==> config.mk <==
export PLATFORM = sky130hd
export DESIGN_NAME = rs_eint
export DESIGN_NICKNAME = d
export VERILOG_FILES = /design/src/rtl/rs_eint.sv
export SDC_FILE = /design/constraint.sdc
export NUM_CORES = 1
export LEC_CHECK = 0
export CORE_MARGIN = 4
export CORE_UTILIZATION = 45
export DETAILED_ROUTE_END_ITERATION = 10
export PLACE_DENSITY = 0.59
export SETUP_SLACK_MARGIN = 0.5
export SLEW_MARGIN = 10
export SYNTH_ARGS = -nofsm -noshare
export SYNTH_HDL_FRONTEND = slang
export SYNTH_SLANG_ARGS = --single-unit
export TNS_END_PERCENT = 20
==> constraint.sdc <==
create_clock -name clk -period 6.4 [get_ports clk]
set_input_delay 0.96 -clock clk [delete_from_list [all_inputs] [get_ports clk]]
set_output_delay 0.96 -clock clk [all_outputs]
set_load 0.01 [all_outputs]
==> src/rtl/rs_eint.sv <==
// rs_eint: integer-execute reservation station. Holds dispatched uops,
// wakes sources on writeback, issues oldest-ready uop (registered).
//
// Ports:
//   clk, reset (async, active-high)
//   disp_valid_rs0 / disp_rs0 / disp_src_pdg_rs0 / disp_src_robid_rs0 : dispatch in
//   rs_stall_rs0 : RS full (registered state only)
//   wb_valid_ex / wb_robid_ex : writeback wakeup
//   ex_stall_rs1 : execute back-pressure
//   flush : synchronous clear of all entries
//   iss_valid_rs1 / iss_rs1 : registered issue to execute
package rs_eint_pkg;
  localparam int NUM_SOURCES = 2;
  localparam int ROB_ID_W = 6;

  typedef logic [ROB_ID_W-1:0] t_rob_id;

  typedef struct packed {
    logic [15:0] uinstr;
    t_rob_id     robid;
    logic [6:0]  pdst;
  } t_uinstr_disp;
endpackage

module rs_eint
  import rs_eint_pkg::*;
#(
  parameter  int NUM_ENTRIES = 8,
  localparam int IDX_W = $clog2(NUM_ENTRIES)
) (
  input  logic                         clk,
  input  logic                         reset,
  input  logic                         disp_valid_rs0,
  input  t_uinstr_disp                 disp_rs0,
  input  logic [NUM_SOURCES-1:0]       disp_src_pdg_rs0,
  input  t_rob_id [NUM_SOURCES-1:0]    disp_src_robid_rs0,
  output logic                         rs_stall_rs0,
  input  logic                         wb_valid_ex,
  input  t_rob_id                      wb_robid_ex,
  input  logic                         ex_stall_rs1,
  input  logic                         flush,
  output logic                         iss_valid_rs1,
  output t_uinstr_disp                 iss_rs1
);

  logic [NUM_ENTRIES-1:0]                  valid;
  logic [NUM_ENTRIES-1:0][NUM_SOURCES-1:0] pdg;
  logic [NUM_ENTRIES-1:0][NUM_ENTRIES-1:0] age;
  t_uinstr_disp                            uop   [NUM_ENTRIES];
  t_rob_id                                 srcid [NUM_ENTRIES][NUM_SOURCES];

  logic [NUM_ENTRIES-1:0] ready;
  logic [NUM_ENTRIES-1:0] sel_oh;
  logic [IDX_W-1:0]       sel_idx;
  logic [IDX_W-1:0]       free_idx;
  logic                   sel_fire;
  logic                   disp_fire;
  logic [NUM_SOURCES-1:0] disp_pdg;

  assign rs_stall_rs0 = &valid;
  assign disp_fire = disp_valid_rs0 & ~rs_stall_rs0 & ~flush;

  always_comb begin
    for (int i = 0; i < NUM_ENTRIES; i++) begin
      ready[i] = valid[i] & ~|pdg[i];
    end
  end

  // Lowest-index free entry; an entry issuing this cycle is
  // still valid, so it cannot be reused until the next cycle.
  always_comb begin
    free_idx = '0;
    for (int i = NUM_ENTRIES - 1; i >= 0; i--) begin
      if (!valid[i]) free_idx = IDX_W'(i);
    end
  end

  // Oldest ready: a ready entry loses if any other ready entry
  // is not younger than it.
  always_comb begin
    sel_oh = ready;
    for (int i = 0; i < NUM_ENTRIES; i++) begin
      for (int j = 0; j < NUM_ENTRIES; j++) begin
        if (j != i && ready[j] && !age[i][j]) sel_oh[i] = 1'b0;
      end
    end
  end

  always_comb begin
    sel_idx = '0;
    for (int i = 0; i < NUM_ENTRIES; i++) begin
      if (sel_oh[i]) sel_idx = IDX_W'(i);
    end
  end

  assign sel_fire = (|sel_oh) & ~ex_stall_rs1 & ~flush;

  // Same-cycle writeback bypass for dispatching sources.
  always_comb begin
    for (int s = 0; s < NUM_SOURCES; s++) begin
      disp_pdg[s] = disp_src_pdg_rs0[s] &
        ~(wb_valid_ex & (wb_robid_ex == disp_src_robid_rs0[s]));
    end
  end

  always_ff @(posedge clk or posedge reset) begin
    if (reset) begin
      valid         <= '0;
      pdg           <= '0;
      age           <= '0;
      iss_valid_rs1 <= 1'b0;
      iss_rs1       <= '0;
    end else begin
      iss_valid_rs1 <= sel_fire;
      if (sel_fire) iss_rs1 <= uop[sel_idx];
      if (flush) begin
        valid <= '0;
        age   <= '0;
      end else begin
        for (int i = 0; i < NUM_ENTRIES; i++) begin
          for (int s = 0; s < NUM_SOURCES; s++) begin
            if (valid[i] && pdg[i][s] && wb_valid_ex &&
                srcid[i][s] == wb_robid_ex)
              pdg[i][s] <= 1'b0;
          end
        end
        if (sel_fire) valid[sel_idx] <= 1'b0;
        if (disp_fire) begin
          valid[free_idx] <= 1'b1;
          pdg[free_idx]   <= disp_pdg;
          for (int j = 0; j < NUM_ENTRIES; j++) begin
            age[free_idx][j] <= 1'b0;
            age[j][free_idx] <= (j != int'(free_idx));
          end
        end
      end
    end
  end

  always_ff @(posedge clk) begin
    if (disp_fire) begin
      uop[free_idx] <= disp_rs0;
      for (int s = 0; s < NUM_SOURCES; s++) begin
        srcid[free_idx][s] <= disp_src_robid_rs0[s];
      end
    end
  end

  a_no_disp_full: assert property (
    @(posedge clk) disable iff (reset)
    !(disp_valid_rs0 && rs_stall_rs0)
  );

endmodule

==> results of run 1 <==
registers in the layout, summed over array words and instances (netlist names):
signal and cells:
age 56, pdg 16, iss_rs1 29, iss_valid_rs1 1, valid 8, srcid 96, uop 232
Yosys cell counts, drive strengths merged, types with 3 or more instances:
cell type  count  area, um^2
a2111oi        4        60.1
edfxtp       328        9850
nor2b          6        37.5
or2            4        25.0
nor3           7        35.0
dfrtp        110        2750
nand3          3        15.0
nand2         41         159
o2111a         3        33.8
a211oi         3        27.5
nor2          56         215
o22ai          6        37.5
o22a           3        26.3
and3           4        25.0
a41oi         12         105
mux2          32         368
a221o         14         140
a22oi         42         315
nor4b         10        87.6
nor3b          7        57.6
o21ai         35         175
or3b           7        63.8
nor4          16         106
a21oi         26         130
xnor2         47         412
xor2          61         534
o221ai        21         184
a31oi          4        25.0
o41ai          6        71.3
nand4          6        37.5
o21a          22         165
a221oi        28         245
a222oi         8        80.1
or4b           9        90.1
a21o          31         233
inv           15        56.3
nand2b        20         125
buf           33         191
o2111ai        7        61.3
clkbuf        36         135
worst max-delay path by stage:
stage / from / cells past startpoint / to
6_report: valid[0]$_DFF_PP0_ / 9 / valid[5]$_DFF_PP0_
5_1_grt: valid[0]$_DFF_PP0_ / 9 / valid[3]$_DFF_PP0_
4_1_cts: valid[0]$_DFF_PP0_ / 9 / valid[5]$_DFF_PP0_
3_5_place_dp: valid[0]$_DFF_PP0_ / 9 / valid[5]$_DFF_PP0_
3_3_place_gp: valid[4]$_DFF_PP0_ / 9 / valid[3]$_DFF_PP0_
2_1_floorplan: disp_valid_rs0 / 5 / pdg[0]$_DFFE_PP0N_
worst reg2reg max path, delay by kind of cell (launching register included):
family,cells,cell delay [ns]
AND/OR/NAND/NOR,5,1.96
AO/OA/AOI/OAI,3,1.46
flip-flops,1,0.56
buffers and inverters,1,0.30
layout make-up:
| class | count | area share (%) |
|---|---|---|
| flip-flops and latches | 438 | 61.3 |
| inverters | 15 | 0.286 |
| clock inverters | 10 | 0.457 |
| well taps | 518 | 3.15 |
| clock buffers | 75 | 6.87 |
| repair buffers | 113 | 5.14 |
| multi-input cells | 623 | 22.8 |
where the power goes:
group	internal (uW)	total [uW]	switching [uW]
sequential	3180	3280	94.6
combinational	262	513	251
clock	1550	2640	1090
stage by stage:
step	utilization [%]	std cells	hold WS (ns)	instance area [um^2]
floorplan	-	1145	0.438	17600
global placement	49.3	1707	0.453	19000
detailed placement	49.3	1707	0.459	19000
CTS	53.2	1792	0.472	20600
global route	53.2	1792	0.493	20600
finish	53.2	1792	0.473	20600
layer usage:
layer	GRT usage (%)	up-vias
met4	5.84	0
met1	30.7	5461
met3	3.15	59
met5	0	-
li1	-	4647
met2	31.7	326
kinds of logic (layout without fill, tap and decap cells):
family | after synthesis | after routing | share of synthesized area (%)
AO/OA/AOI/OAI | 281 | 281 | 12.3
XOR/XNOR | 108 | 108 | 5.38
buffers and inverters | 84 | 213 | 2.18
flip-flops | 438 | 438 | 71.6
multiplexers | 34 | 34 | 2.20
AND/OR/NAND/NOR | 200 | 200 | 6.33
==> summary.txt, run 1 <==
Run status
  • Run status: complete, no violations

STA
  • Slew at the pin closest to its max-slew limit: 1.14 ns
  • Final total negative setup slack: 0 ns
  • Final count of negative-setup-slack endpoints: 0
  • Worst max-slew margin expressed relative to the limit: 23.9%
  • Hold Vio Cnt, Final: 0
  • Share of the clock period used by the worst path after layout: 68.7%
  • Setup repair after global routing missed its margin: false
  • Setup slack of the critical path after layout: 2.01 ns
  • Setup skew after layout: 0.0172 ns
  • Timing-limited maximum frequency: 228 MHz
  • Pins Over Slew Limit: 0
  • Time the worst path needs with I/O delays and setup: 4.39 ns

CTS
  • Post-CTS resize count: 0
  • Register clock-pin slew on the reported worst setup and hold paths: 0.06 ns
  • CTS H-tree depth: 2
  • Skew-Pair Late Insertion Delay: 0.57 ns
  • Cts-stage hold buffer count: 0
  • Maximum count of clock buffers along a single path: 3
  • Clock sink total: 438
  • CTS tree: yes
  • Clock root buffer: sky130_fd_sc_hd__clkbuf_16
  • Number of CTS-inserted buffers: 46
  • Setup bufs post-CTS: 0

Power
  • Power density over the cells: 313 nW/um^2
  • Static leakage: 0.00734 uW
  • Peak supply drop: 0.227 mV
  • Final Power: 6430 uW

Die
  • Standard-cell rows: 72
  • Die footprint: 42300 um^2
  • Die height: 206 um
  • CORE AREA: 38600 um^2
  • DIE WIDTH: 206 um
  • Initial standard-cell utilization of the core: 45.5%
  • Number of top-level design ports: 86

Final layout
  • Most common library cell in the layout ignoring fill and taps: sky130_fd_sc_hd__edfxtp_1
  • Antenna diode instance count: 0
  • Top library cells by usage in the layout, fill and taps aside: 328 x sky130_fd_sc_hd__edfxtp_1, 110 x sky130_fd_sc_hd__dfrtp_1, 84 x sky130_fd_sc_hd__clkdlybuf4s50_1
  • Synth-to-Final Area Change: 16.8%
  • FF/Latch Area: 12600 um^2
  • # fillers: 3160
  • Ratio of cells with drive above 1 in the final layout: 11.9%
  • Area of combinational cells with multiple inputs: 4680 um^2
  • Total Nets Final: 1292

Drt
  • Total wire length: 43800 um
  • Post-detailed-route DRC marker count: 0
  • Met1 wire length: 20000 um
  • DRT iter0 DRCs: 879
  • Total number of vias: 10500
  • Ratio of routed vias to standard cells: 5.86
  • 1st-pass router iterations: 6
  • Number of nets with antenna violations after detailed routing: 0
  • Met3 wire length: 2520 um
  • Topmost layer with routed signal wires: met4
  • Post-detailed-route wirelength per cell: 24.4 um
  • Met2 wire len: 20300 um

Critical path
  • Signal arrival time at the worst endpoint: 4.86 ns
  • Worst flop-to-flop path startpoint: valid[0]$_DFF_PP0_
  • Capturing point of the worst reg2reg path: valid[5]$_DFF_PP0_
  • Buffers and inverters on the worst path: 1
  • Peak fanout along the critical path: 89
  • Critical path data required time: 6.87 ns
  • CP max stage delay: 0.92 ns
  • Critical Path Sink Type: flop
  • Cells along the critical path: or3b_1 -> o22ai_1 -> nor4_2 -> nand2b_4 -> o41ai_4 -> inv_2 -> nand2_2 -> nor2_1 -> o31ai_1
  • Crit-path slowest cell: sky130_fd_sc_hd__o41ai_4
  • Setup slack of the worst register-to-register path: 2.01 ns
  • Worst R2R Path Depth: 9
  • Gate family responsible for the most delay along the worst path: simple AND/OR/NAND/NOR gates
  • Startpoint type of the worst setup path: flop
  • Type of the setup path with the least slack: flop to flop

Logic synthesis
  • Count of flip-flops with a built-in enable after synthesis: 328
  • Seq/Total Area, Yosys: 71.6%
  • Leading register cell type out of synthesis: sky130_fd_sc_hd__edfxtp_1
  • Async S/R FF share, synth: 25.1%
  • Warnings from Yosys: 0
  • Post-Synthesis Cells: 1145
  • Net count of the mapped netlist: 1200
  • Post-synthesis register bit count: 438
  • Cell area after synthesis: 17600 um^2
  • Mean instance size in the synthesized netlist: 15.4 um^2
  • Count of different cell masters after synthesis: 68

Placement
  • Final HPWL from detailed placement: 26100 um
  • Count of input and output buffers: 85
  • Worst Setup Slack post-DPL: 2.02 ns
  • Final weighted congestion of routability-driven global placement: 0.912

GRT
  • Maximum number of pins on one net before global-route repair: 90
  • Number of global-route vias before repair: 10400
  • Total overflow reported by the global router: 0
  • Antenna violations before repair: 0
  • Overall track demand over capacity in global routing: 20.6%
  • Wire length of the first global-routing pass: 65700 um

Hold path
  • End of the worst hold path: age[58]$_DFFE_PP0P_
  • Cell count of the worst hold path: 1
  • Hold Path Origin: age[58]$_DFFE_PP0P_
  • Class of the tightest hold or removal check: flop to flop

Job
  • Total of max-cap violations: 0
No activity file was read; power rests on OpenSTA's default activity.
==> inputs of run 2 (changes only) <==
==> constraint.sdc (replaced) <==
create_clock -name clk -period 4.6 [get_ports clk]
set_input_delay 0.69 -clock clk [delete_from_list [all_inputs] [get_ports clk]]
set_output_delay 0.69 -clock clk [all_outputs]
set_load 0.01 [all_outputs]
==> summary.txt, run 2 (synthesis results as in run 1) <==
Power
  • Static leakage: 0.00736 uW
  • Peak supply drop: 0.241 mV
  • Power density over the cells: 427 nW/um^2

Critical path
  • Signal arrival time at the worst endpoint: 4.15 ns
  • Critical Path Sink Type: flop
  • Peak fanout along the critical path: 16
  • Setup slack of the worst register-to-register path: 0.84 ns
  • Critical path data required time: 4.99 ns
  • Startpoint type of the worst setup path: flop
  • CP max stage delay: 0.74 ns
  • Type of the setup path with the least slack: flop to flop
  • Cells along the critical path: or3b_1 -> o22a_1 -> o2111ai_1 -> nand2_1 -> o41ai_4 -> or2_1 -> buf_4 -> o221ai_1
  • Crit-path slowest cell: sky130_fd_sc_hd__or2_1

GRT
  • Number of global-route vias before repair: 10600
  • Overall track demand over capacity in global routing: 20.8%
  • Total overflow reported by the global router: 0
  • Maximum number of pins on one net before global-route repair: 85
  • Antenna violations before repair: 1
  • Wire length of the first global-routing pass: 66900 um

STA
  • Hold Vio Cnt, Final: 0
  • Slew at the pin closest to its max-slew limit: 1.30 ns
  • Worst max-slew margin expressed relative to the limit: 12.9%
  • Final count of negative-setup-slack endpoints: 0
  • Timing-limited maximum frequency: 266 MHz
  • Pins Over Slew Limit: 0
  • Setup repair after global routing missed its margin: false
  • Setup skew after layout: 0.0161 ns
  • Share of the clock period used by the worst path after layout: 81.7%
  • Time the worst path needs with I/O delays and setup: 3.76 ns

Final layout
  • Register bank with the most flops: uop
  • Synth-to-Final Area Change: 17.0%
  • Total Nets Final: 1298
  • Biggest regs: uop x232, srcid x96, age x56
  • FF/Latch Area: 12600 um^2
  • # fillers: 3166
  • Final Util: 53.3%
  • Area of combinational cells with multiple inputs: 4690 um^2
  • Antenna diode instance count: 0
  • Ratio of cells with drive above 1 in the final layout: 12.3%
  • Top library cells by usage in the layout, fill and taps aside: 328 x sky130_fd_sc_hd__edfxtp_1, 110 x sky130_fd_sc_hd__dfrtp_1, 84 x sky130_fd_sc_hd__clkdlybuf4s50_1
  • Max FFs per register: 232
  • Post-route cell area: 20600 um^2
  • Most common library cell in the layout ignoring fill and taps: sky130_fd_sc_hd__edfxtp_1

CTS
  • Number of CTS-inserted buffers: 45
  • Cts-stage hold buffer count: 0
  • Register clock-pin slew on the reported worst setup and hold paths: 0.06 ns
  • Clock sink total: 438
  • Post-CTS resize count: 0
  • Setup bufs post-CTS: 0
  • CTS tree: yes
  • Maximum count of clock buffers along a single path: 3
  • Clock root buffer: sky130_fd_sc_hd__clkbuf_16
  • CTS H-tree depth: 2
  • Skew-Pair Late Insertion Delay: 0.56 ns

Placement
  • Final HPWL from detailed placement: 26100 um
  • Area after detailed placement: 19200 um^2
  • Final weighted congestion of routability-driven global placement: 0.843
  • Count of input and output buffers: 85

Run status
  • Run status: complete, no violations

Drt
  • DRT iter0 DRCs: 818
  • Total number of vias: 10300
  • Post-detailed-route DRC marker count: 0
  • Number of nets with antenna violations after detailed routing: 0
  • Ratio of routed vias to standard cells: 5.73
  • Total wire length: 43900 um
  • 1st-pass router iterations: 5
  • Post-detailed-route wirelength per cell: 24.4 um

Die
  • Standard-cell rows: 72
  • Initial standard-cell utilization of the core: 45.5%
  • DIE WIDTH: 206 um
  • Number of top-level design ports: 86
  • CORE AREA: 38600 um^2
  • Die height: 206 um
  • Die footprint: 42300 um^2

Job
  • Total of max-cap violations: 0

Hold path
  • Class of the tightest hold or removal check: flop to flop
[run 2: routing by layer]
metal	track usage, %	wire [um]	vias up	share of wire, %
met5	0	0	-	0
met4	4.81	760	0	1.7
met3	2.76	2590	58	5.9
met2	33.3	20800	345	47
met1	30.8	19700	5234	45
li1	-	-	4659	-
[run 2: worst paths after layout]
path	endpoint	from	depth (start not counted)
max	iss_rs1[19]$_DFFE_PP0N_	valid[0]$_DFF_PP0_	8
max in group asynchronous	iss_rs1[13]$_DFFE_PP0N_	reset	3
min	age[53]$_DFFE_PP0P_	age[53]$_DFFE_PP0P_	2
min reg2reg	age[53]$_DFFE_PP0P_	age[53]$_DFFE_PP0P_	2
min in group asynchronous	age[47]$_DFFE_PP0P_	reset	2
max reg2reg	iss_rs1[19]$_DFFE_PP0N_	valid[0]$_DFF_PP0_	8
[run 2: worst max-delay path: cells and delay by family, from the launching register on]
| kind | cells | cell delay, ns |
|---|---|---|
| compound gates | 4 | 1.17 |
| buf+inv | 1 | 0.28 |
| flops | 1 | 0.59 |
| simple gates | 3 | 1.56 |
[run 2: per-stage QoR]
stage	total power (uW)	TNS [ns]	hold slack [ns]	worst slack, ns	cells
detailed placement	5360	0	0.465	0.874	1714
global placement	5350	0	0.452	0.983	1714
finish	8800	0	0.479	0.840	1798
CTS	8880	0	0.486	0.882	1798
global route	9120	0	0.502	0.665	1798
floorplan	4900	-18.04	0.438	-0.421	1145
[run 2: final cells by class]
type                       count  share of cell area [%]
sequential                   438                    61.2
multi-input combinational    623                    22.8
clock buffer                  64                    6.16
timing repair buffer         120                    5.63
tap                          518                    3.15
clock inverter                20                   0.820
inverter                      15                   0.286
[run 2: report_power, final]
| group | internal [uW] | switching [uW] |
|---|---|---|
| Combinational | 366 | 352 |
| Sequential | 4430 | 127 |
| Clock | 2040 | 1490 |
==> inputs of run 3 (changes only) <==
--- a/config.mk
+++ b/config.mk
@@ -8,7 +8,7 @@
 export CORE_MARGIN = 4
 export CORE_UTILIZATION = 45
 export DETAILED_ROUTE_END_ITERATION = 10
-export PLACE_DENSITY = 0.59
+export PLACE_DENSITY = 0.62
 export SETUP_SLACK_MARGIN = 0.5
 export SLEW_MARGIN = 10
 export SYNTH_ARGS = -nofsm -noshare
==> constraint.sdc (replaced) <==
create_clock -name clk -period 3.05 [get_ports clk]
set_input_delay 0.4575 -clock clk [delete_from_list [all_inputs] [get_ports clk]]
set_output_delay 0.4575 -clock clk [all_outputs]
set_load 0.01 [all_outputs]
==> summary.txt, run 3 (synthesis results as in run 1) <==
Run status
  • Run status: complete, no violations

CTS
  • CTS tree: yes
  • Maximum count of clock buffers along a single path: 3
  • Skew-Pair Late Insertion Delay: 0.58 ns
  • Clock root buffer: sky130_fd_sc_hd__clkbuf_16
  • Clock sink total: 438
  • CTS H-tree depth: 2
  • Number of CTS-inserted buffers: 44
  • Register clock-pin slew on the reported worst setup and hold paths: 0.06 ns

Die
  • CORE AREA: 38600 um^2
  • Standard-cell rows: 72
  • DIE WIDTH: 206 um
  • Initial standard-cell utilization of the core: 45.5%
  • Die footprint: 42300 um^2
  • Die height: 206 um
  • Number of top-level design ports: 86

Placement
  • Final HPWL from detailed placement: 27900 um
  • Count of input and output buffers: 85
  • Cell Count Post-Placement: 1776
  • Area after detailed placement: 19900 um^2
  • Final weighted congestion of routability-driven global placement: 0.931

Final layout
  • # fillers: 3025
  • Synth-to-Final Area Change: 23.9%
  • Max FFs per register: 232
  • Top library cells by usage in the layout, fill and taps aside: 328 x sky130_fd_sc_hd__edfxtp_1, 107 x sky130_fd_sc_hd__dfrtp_1, 84 x sky130_fd_sc_hd__clkdlybuf4s50_1
  • Final cell count without fillers: 1876
  • Total Nets Final: 1377
  • Antenna diode instance count: 0
  • Register bank with the most flops: uop
  • Ratio of cells with drive above 1 in the final layout: 20.0%
  • Most common library cell in the layout ignoring fill and taps: sky130_fd_sc_hd__edfxtp_1
  • Biggest regs: uop x232, srcid x96, age x56
  • Post-route cell area: 21800 um^2

Critical path
  • Type of the setup path with the least slack: flop to flop
  • Critical Path Sink Type: flop
  • Critical path data required time: 3.51 ns
  • Peak fanout along the critical path: 8
  • Startpoint type of the worst setup path: flop
  • Setup slack of the worst register-to-register path: 0.03 ns
  • Worst R2R Path Depth: 11
  • Signal arrival time at the worst endpoint: 3.48 ns

Drt
  • Post-detailed-route DRC marker count: 0
  • 1st-pass router iterations: 5
  • Total wire length: 45800 um
  • Post-detailed-route wirelength per cell: 24.4 um
  • Total number of vias: 10900
  • Number of nets with antenna violations after detailed routing: 0
  • Ratio of routed vias to standard cells: 5.80
  • DRT iter0 DRCs: 1103

GRT
  • Number of global-route vias before repair: 10800
  • Total overflow reported by the global router: 0
  • Maximum number of pins on one net before global-route repair: 55
  • Overall track demand over capacity in global routing: 21.4%
  • Antenna violations before repair: 0
  • Wire length of the first global-routing pass: 67900 um

STA
  • Hold Vio Cnt, Final: 0
  • Share of the clock period used by the worst path after layout: 99.1%
  • Hold slack: 0.334 ns
  • Timing-limited maximum frequency: 331 MHz
  • Final total negative setup slack: 0 ns
  • Final count of negative-setup-slack endpoints: 0
  • Worst max-slew margin expressed relative to the limit: 45.1%
  • Setup repair after global routing missed its margin: true
  • Pins Over Slew Limit: 0
  • Time the worst path needs with I/O delays and setup: 3.02 ns
  • Slew at the pin closest to its max-slew limit: 0.813 ns
  • Setup skew after layout: 0.0190 ns

Job
  • Total of max-cap violations: 0

Power
  • Power density over the cells: 632 nW/um^2
  • Peak supply drop: 0.515 mV
  • Static leakage: 0.00797 uW

Hold path
  • Class of the tightest hold or removal check: input port to asynchronous set/reset pin
-- run 3: cell types whose count changed in the layout (fill, tap and decap cells not counted), moves of 4 or more --
cell                        delta
sky130_fd_sc_hd__buf_4        +51
sky130_fd_sc_hd__clkinv_2      -4
sky130_fd_sc_hd__buf_12       +20
sky130_fd_sc_hd__bufinv_16     +5
sky130_fd_sc_hd__o2111ai_2     +4
sky130_fd_sc_hd__o2111ai_1     -4
sky130_fd_sc_hd__a22oi_2       +7
sky130_fd_sc_hd__buf_6         +6
sky130_fd_sc_hd__a22oi_1       -7
sky130_fd_sc_hd__clkinv_1      -4
sky130_fd_sc_hd__clkbuf_1      -4
-- run 3: where the power goes --
part           total [uW]  internal [uW]  switching [uW]  leakage, uW
Clock                5770           3440            2330     0.000758
Combinational        1170            600             565      0.00279
Sequential           6850           6670             173      0.00442
-- run 3: layout make-up --
cell class                 instances  area, um^2  share of cell area, %
multi-input combinational        623        4850                   22.2
timing repair buffer             200        2080                   9.56
sequential                       438       12600                   57.8
clock inverter                    24         335                   1.54
inverter                          15        60.1                  0.276
clock buffer                      58        1210                   5.57
tap                              518         648                   2.97
-- run 3: per-stage QoR --
stage,utilization (%),total power (uW),worst slack (ns)
3_3_place_gp,51.4,8110,-0.00590
5_1_grt,56.4,14200,-0.0382
3_5_place_dp,51.4,8130,-0.0451
2_1_floorplan,-,7390,0.00446
6_report,56.4,13800,0.0270
4_1_cts,55.7,13900,0.188
-- run 3: path summary, 6_finish.rpt --
path / from / endpoint
worst max-delay path: valid[2]$_DFF_PP0_ / iss_rs1[9]$_DFFE_PP0N_
worst min-delay path: reset / iss_rs1[1]$_DFFE_PP0N_
worst max register to register: valid[2]$_DFF_PP0_ / iss_rs1[9]$_DFFE_PP0N_
worst min register to register: age[17]$_DFFE_PP0P_ / age[17]$_DFFE_PP0P_
max in group asynchronous: reset / pdg[4]$_DFFE_PP0N_
min in group clk: flush / age[7]$_DFFE_PP0P_
-- run 3: per-layer routing --
layer,wire length [um],vias to the layer above,GRT usage [%]
li1,-,4818,-
met1,20500,5585,31.3
met2,21500,402,33.7
met3,2860,67,2.79
met4,995,0,6.34
met5,0,-,0
-- run 3: what timing repair did --
item / in CTS / in global routing
endpoints found under the setup margin: 38 / 148
gates resized for setup: 13 / 34
hold buffers: 0 / 0
hold endpoints to repair: 0 / 0
cloned: 0 / 3
pin swaps: 10 / 39
setup buffers: 6 / 9
-- run 3: worst max-delay path, stage by stage, from the launching register on --
cell and delay, ns:
sky130_fd_sc_hd__dfrtp_1 0.40, sky130_fd_sc_hd__buf_4 0.18, sky130_fd_sc_hd__nor4b_1 0.15, sky130_fd_sc_hd__a2111oi_1 0.38, sky130_fd_sc_hd__buf_4 0.21, sky130_fd_sc_hd__o2111a_1 0.29, sky130_fd_sc_hd__a211oi_4 0.08, sky130_fd_sc_hd__nor2_4 0.24
sky130_fd_sc_hd__clkbuf_16 0.20, sky130_fd_sc_hd__mux2_2 0.34, sky130_fd_sc_hd__a222oi_1 0.33, sky130_fd_sc_hd__a21oi_1 0.10
